### src/rtl/fifo_rd_ctrl.sv
// Read-side pointer/flag control of an async FIFO: wptr crosses via a 2-flop sync, flags registered.
// Read accepted same cycle as rinc when not empty; rinc while empty is dropped and flagged sticky.
module fifo_rd_ctrl #(
    parameter int ADDRSIZE      = 4,
    parameter int AEMPTY_THRESH = 2
) (
    input  logic                rclk,
    input  logic                rrst,
    input  logic                rinc,
    input  logic [ADDRSIZE:0]   wptr,
    output logic [ADDRSIZE-1:0] raddr,
    output logic [ADDRSIZE:0]   rptr,
    output logic                rempty,
    output logic                raempty,
    output logic [ADDRSIZE:0]   rlevel,
    output logic                runderflow
);

    logic [ADDRSIZE:0] rq1_wptr_q, rq1_wptr_d;
    logic [ADDRSIZE:0] rq2_wptr_q, rq2_wptr_d;
    logic [ADDRSIZE:0] rbin_q, rbin_d;
    logic [ADDRSIZE:0] rptr_q, rptr_d;
    logic [ADDRSIZE:0] rlevel_q, rlevel_d;
    logic              rempty_q, rempty_d;
    logic              raempty_q, raempty_d;
    logic              runderflow_q, runderflow_d;
    logic [ADDRSIZE:0] wbin_s;
    logic              rd_acc;

    always_comb begin
        rq1_wptr_d = wptr;
        rq2_wptr_d = rq1_wptr_q;

        rd_acc = rinc & ~rempty_q;
        rbin_d = rbin_q + {{ADDRSIZE{1'b0}}, rd_acc};
        rptr_d = (rbin_d >> 1) ^ rbin_d;

        // Gray to binary: each bit is the XOR of itself and all higher bits.
        wbin_s = '0;
        for (int i = 0; i <= ADDRSIZE; i++) begin
            wbin_s[i] = ^(rq2_wptr_q >> i);
        end

        rlevel_d     = wbin_s - rbin_d;
        rempty_d     = (rptr_d == rq2_wptr_q);
        raempty_d    = rempty_d | (int'(rlevel_d) <= AEMPTY_THRESH);
        runderflow_d = runderflow_q | (rinc & rempty_q);
    end

    always_ff @(posedge rclk) begin
        if (rrst) begin
            rq1_wptr_q   <= '0;
            rq2_wptr_q   <= '0;
            rbin_q       <= '0;
            rptr_q       <= '0;
            rlevel_q     <= '0;
            rempty_q     <= 1'b1;
            raempty_q    <= 1'b1;
            runderflow_q <= 1'b0;
        end else begin
            rq1_wptr_q   <= rq1_wptr_d;
            rq2_wptr_q   <= rq2_wptr_d;
            rbin_q       <= rbin_d;
            rptr_q       <= rptr_d;
            rlevel_q     <= rlevel_d;
            rempty_q     <= rempty_d;
            raempty_q    <= raempty_d;
            runderflow_q <= runderflow_d;
        end
    end

    assign raddr      = rbin_q[ADDRSIZE-1:0];
    assign rptr       = rptr_q;
    assign rempty     = rempty_q;
    assign raempty    = raempty_q;
    assign rlevel     = rlevel_q;
    assign runderflow = runderflow_q;

endmodule

### config.mk
export PLATFORM = sky130hd
export DESIGN_NAME = fifo_rd_ctrl
export DESIGN_NICKNAME = d
export VERILOG_FILES = /design/src/rtl/fifo_rd_ctrl.sv
export SDC_FILE = /design/constraint.sdc
export NUM_CORES = 1
export LEC_CHECK = 0
export BUFFER_PORTS_ARGS = -buffer_cell sky130_fd_sc_hd__buf_2
export CAP_MARGIN = 20
export CORE_AREA = 8 8 57 59
export CTS_CLUSTER_DIAMETER = 80
export DETAILED_ROUTE_END_ITERATION = 10
export DIE_AREA = 0 0 65 67
export HOLD_SLACK_MARGIN = 0.12
export PLACE_DENSITY = 0.75
export RECOVER_POWER = 100
export SYNTH_ARGS = -nofsm -noshare
export SYNTH_HDL_FRONTEND = slang
export SYNTH_SLANG_ARGS = --single-unit
### constraint.sdc
create_clock -name rclk -period 2.49 [get_ports rclk]
set_input_delay 0.249 -clock rclk [delete_from_list [all_inputs] [get_ports rclk]]
set_output_delay 0.249 -clock rclk [all_outputs]
set_load 0.1 [all_outputs]
# ---- After elaboration in Yosys (flattened, before gate mapping)
# Cells that the tools add are included.
dict set report op_classes {
  addsub 2
  n_lt_le_gt_ge 1
  n_eq_ne 1
  bitwise_logic 6
  reduce_logical 5
}
# cell count
set op_table {}
lappend op_table {{5-bit XOR reduction} 5}
lappend op_table {{5-bit by 1-bit adder with 5-bit output} 1}
lappend op_table {{5-bit equality test} 1}
lappend op_table {{5-bit by 2-bit <= comparator with 1-bit output (second input constant)} 1}
lappend op_table {{5-bit subtractor} 1}
lappend op_table {{4-bit by 5-bit bitwise XOR with 5-bit output} 1}
lappend op_table {{1-bit AND} 2}
lappend op_table {{1-bit bitwise OR} 2}
lappend op_table {{1-bit NOT} 1}
dict set report totals {
  regBits 28
  input_bits 8
  out_inout_bits 17
}

# ---- Longest topological paths before layout
dict set report depth {
  word_depth 6
  depth_mapped 11
  mapped_depth_nobuf 11
}

# ---- Least setup slack after synthesis
# Ideal clock, no wire load.
dict set report synth_timing {
  path_type {reg-to-reg}
  start {reg rempty_q, in the netlist rempty}
  end {reg raempty_q, in the netlist raempty}
  setup_time_ps 116
  t_arrival_ps 2932
  path_slack_ps -558
  path_stages_with_launch 12
  path_buffers 1
  synth_period_minus_slack_ps 3048
  path_cell_list {dfxtp_1 nor2b_1 ha_1 ha_1 buf_2 xor2_1 ha_1 o21ba_4 o21bai_2 a221oi_2 xor2_1 a41o_1}
}
dict set report synth_via {
  elab_chain_cells 6
  elab_cells_between_ends 8
  cone_classes {add/sub: 2; order compare: 1; eq/ne: 1; bitwise: 4}
}
# item line
set synth_rtl {}
lappend synth_rtl {{start, declared} 24} ;# logic rempty_q, rempty_d;
lappend synth_rtl {{start signal, assigned} 66} ;# rempty_q <= rempty_d;
lappend synth_rtl {{1-bit NOT (*)} 34} ;# rd_acc = rinc & ~rempty_q;
lappend synth_rtl {{1-bit AND (*)} 34}
lappend synth_rtl {{5-bit by 1-bit adder with 5-bit output (*)} 35} ;# rbin_d = rbin_q + {{ADDRSIZE{1'b0}}, rd_acc};
lappend synth_rtl {{named net rbin_d[1]} 21} ;# logic [ADDRSIZE:0] rbin_q, rbin_d;
lappend synth_rtl {{5-bit subtractor or 4-bit by 5-bit bitwise XOR with 5-bit output (tied branches)} {44, 36}}
lappend synth_rtl {{5-bit by 2-bit <= comparator with 1-bit output or 5-bit equality test (tied branches)} {46, 45}}
lappend synth_rtl {{1-bit bitwise OR (*)} 46} ;# raempty_d = rempty_d | (int'(rlevel_d) <= AEMPTY_THRESH);
lappend synth_rtl {{end signal, assigned} 67} ;# raempty_q <= raempty_d;
lappend synth_rtl {{end, declared} 25} ;# logic raempty_q, raempty_d;
# Mark *: on every way through the listed nets, which the timed path passes. The rest lies on a longest branch.
# A chain may end at the register's enable or synchronous reset.

# ---- Worst setup path in the final report
dict set report layout_timing {
  start {reg rq2_wptr_q[4]}
  end {reg raempty_q, in the netlist raempty}
}
dict set report layout_via {
  elab_chain_cells 4
  elab_cells_between_ends 9
  cone_classes {add/sub: 1; order compare: 1; eq/ne: 1; bitwise: 1; reduce/logical: 5}
}
# item line
set layout_rtl {}
lappend layout_rtl {{start, declared} 20} ;# logic [ADDRSIZE:0] rq2_wptr_q, rq2_wptr_d;
lappend layout_rtl {{start signal, assigned} 62} ;# rq2_wptr_q <= rq2_wptr_d;
lappend layout_rtl {{5-bit XOR reduction} 41} ;# wbin_s[i] = ^(rq2_wptr_q >> i);
lappend layout_rtl {{5-bit subtractor} 44} ;# rlevel_d = wbin_s - rbin_d;
lappend layout_rtl {{5-bit by 2-bit <= comparator with 1-bit output} 46}
lappend layout_rtl {{1-bit bitwise OR (*)} 46}
# Mark *: on every way between the ends. The rest lies on a longest branch, timed or not.

==> impl_results.md <==
- Largest family of logic cells by synthesized area: XOR/XNOR gates
- Total number of vias: 844
- CTS max path bufs: 2
- Post-Synth Adder-Cell Area: under 10%
- Worst min path class: in -> reg
- CTS clk-pin slew, worst paths: roughly 0.14 ns
- Crit start category: flop
- HPWL after detailed placement: 1689 µm
- Yosys reg bits: 27
- Async set-reset flop share out of synthesis: 0%
- Yosys warnings: 0
- Final Hold Vio Count: 0
- Vias in the first global route: 865
- Routed length per placed instance: 12.59 µm
- Post-synthesis instance area: 1181 µm²
- Global-route wire length before repair: 3657 µm
- Dominant synthesized flop cell: dfxtp_1
- Core Area: 2365 µm²
- XOR/XNOR share of the synthesized area: between 10% and 20%
- Post-synth cell types: 26
- Post-route ant nets: 0
- Worst Setup End Kind: flop
- CTS sink cnt: 27
- Worst reg-to-reg setup slack: 0.15 ns
- Area growth, synth to finish: 19.07%
- Crit Path Class: reg -> reg
- CP max stage delay: about 0.38 ns
- Num CTS Buffers: 3
- Tot GR Track Use: 10.90%
- Seq/Total Area, Yosys: 45.76%
- Post-synth top cells: dfxtp_1, nor2_1, nor2b_1
- Number of synthesized flops with an enable pin: 0
- # Max-Cap Violations: 0
- Top cell type's share of synthesized area: 45.76%
- TritonRoute pass-1 iters: 4
- Leakage power: 0.5587 nW
- Clk_skew: ~0.0059 ns
- Mapped Avg Cell Area: about 9.9 µm²
- Die height: 67 µm
- Mapped Cells: 119
- Initial Util: roughly half
- Setup Total Neg Slack: 0 ns
- Root buffer cell: clkbuf_4
- Final Cycle Share: 93.90%
- Layout cells sized above 1: 20.41%
- FMAX: 0.4277 GHz
- HP Start: wptr[3]
- Critical-path top delay cell: dfxtp_2
- Port bufs: 24
- Area of the multi-input gates: 646.9 µm²
- RR Endpoint: raempty
- Buf/Inv on CP: 1
- Routability cong.: 0.8286
- Grt total ovfl: 0
- Peak supply drop: approximately 0.47 mV
- Placed cell count: approximately 170
- Crit-path cells: xnor2_4, xnor2_2, xor2_1, ha_2, inv_1, ha_2, o21ba_4, o21bai_2, a221oi_2, xor2_1, a41o_1
- CTS HTree Levels: 1
- Max Slew Vio Count: 0
- Data required, critical path: 2.72 ns
- Hold Path Sink: rq1_wptr_q[3]
- CP Max Fanout: 3
- Top-count cell post-synth: dfxtp_1
- Register area: 550.5 µm²
- RR Startpoint: rq2_wptr_q[4]
- DR iter-0 viols: 26
- Largest net degree at the start of global routing: 27
- Die area: 4355 µm²
- Synth Net Count: 132
- Horiz. Die Dim: 65 µm
- Finish-stage setup viols: 0
- Synth area leaders: dfxtp_1, xor2_1, nor2b_1
- Final non-filler cell total: 177
- Mux share of post-synthesis cell area: 0%
- TritonCTS clock tree: yes
- Fillers: approximately 220
- Antenna violations before repair: 0
- Pwr Density: 757.0 nW/µm²
- Drt total wl: 2228 µm
- Largest area contributor in the netlist: dfxtp_1
- I/O Pins: 25
- DRC Markers: 0
- Number of placement rows: 18
- WP data arrival: between 2 and 3 ns
- Outcome: finished clean
- Vias per cell: 4.768
- Final-stage net count: 161
- Hold path cells: 2
- Worst-Margin Slew: between 1 and 1.5 ns
- Post-synthesis simple-gate area fraction: 18.11%
- N_diodes: 0
- Post-synthesis compound-gate area fraction: 8.369%
- R2R cell count: 11
- Final Critical Period: 2.338 ns
- Unrepaired setup endpoints after global routing: false
- Clk_lat worst skew: about 0.32 ns
- Slew margin rel.: between 20% and 30%
- CP delay by family, top: compound AO/OA/AOI/OAI gates
==> report_power, final <==
part	total (mW)	internal, mW	switching [mW]
clock network	0.183	0.0627	0.121
logic	0.398	0.100	0.298
registers	0.483	0.468	0.0145
==> worst reg2reg max path: stages (launching register included) <==
cell and delay (ns):
dfxtp_2 0.38, xnor2_4 0.21, xnor2_2 0.15, xor2_1 0.17, ha_2 0.20, inv_1 0.05
ha_2 0.15, o21ba_4 0.24, o21bai_2 0.08, a221oi_2 0.26, xor2_1 0.12, a41o_1 0.24
==> worst max-delay path by stage <==
stage	from	endpoint	slack [ns]	cells past startpoint
2_1_floorplan	rempty	raempty	0.03	11
3_3_place_gp	rq2_wptr_q[2]	raempty	0.19	11
3_5_place_dp	rq2_wptr_q[2]	raempty	0.05	11
4_1_cts	rq2_wptr_q[2]	raempty	0.02	11
5_1_grt	rq2_wptr_q[4]	raempty	0.004	11
6_report	rq2_wptr_q[4]	raempty	0.15	11
==> cells in the final DEF (no fill, tap or decap), drive strengths merged, types with 2 or more instances in the layout <==
master,count
nand2,9
nor2b,14
nand3,2
clkbuf,22
xor2,12
a41o,2
buf,9
ha,5
o21ai,2
inv,4
nand2b,2
xnor2,12
nor2,14
dfxtp,27
==> cell families after synthesis <==
family,Yosys count
buf+inv,8
flops,27
fa+ha+maj,5
simple gates,44
xor+xnor,24
compound gates,11
==> sequential cells by signal, summed over array words and instances (netlist names) <==
register	flops
rq1_wptr_q	5
runderflow	1
rptr	4
rbin_q	5
raempty	1
rempty	1
rlevel	5
rq2_wptr_q	5
==> cell type report <==
| class | count | share of cell area (%) |
|---|---|---|
| multi-input combinational | 84 | 46.00 |
| inverter | 4 | 1.068 |
| timing repair buffer | 28 | 9.253 |
| sequential | 27 | 39.15 |
| tap | 30 | 2.669 |
| clock buffer | 4 | 1.868 |
==> through the flow <==
step	power (mW)	cell area (µm²)	setup WS (ns)	hold slack [ns]	utilization (%)
2_1_floorplan	0.8293	1215	0.02648	0.3206	-
3_3_place_gp	0.8877	1371	0.1935	0.4179	57.99
3_5_place_dp	0.8935	1371	0.04793	0.4283	57.99
4_1_cts	1.075	1398	0.02365	0.1272	59.10
5_1_grt	1.120	1406	0.004201	0.1317	59.47
6_report	1.065	1406	0.1518	0.1348	59.47
==> layer usage <==
layer | vias up | track usage [%] | wire [µm]
met4 | 0 | 6.540 | 61
met3 | 6 | 3.691 | 145
li1 | 439 | - | -
met2 | 24 | 20.12 | 1134
met1 | 375 | 10.25 | 888
met5 | - | 0 | 0
==> repair_timing <==
action,4_1_cts,5_1_grt
gates resized for setup,0,6
hold buffers,0,1
setup buffers,0,0
hold endpoints to repair,0,1
endpoints found under the setup margin,0,2
Power figures use the tool's default switching activity.
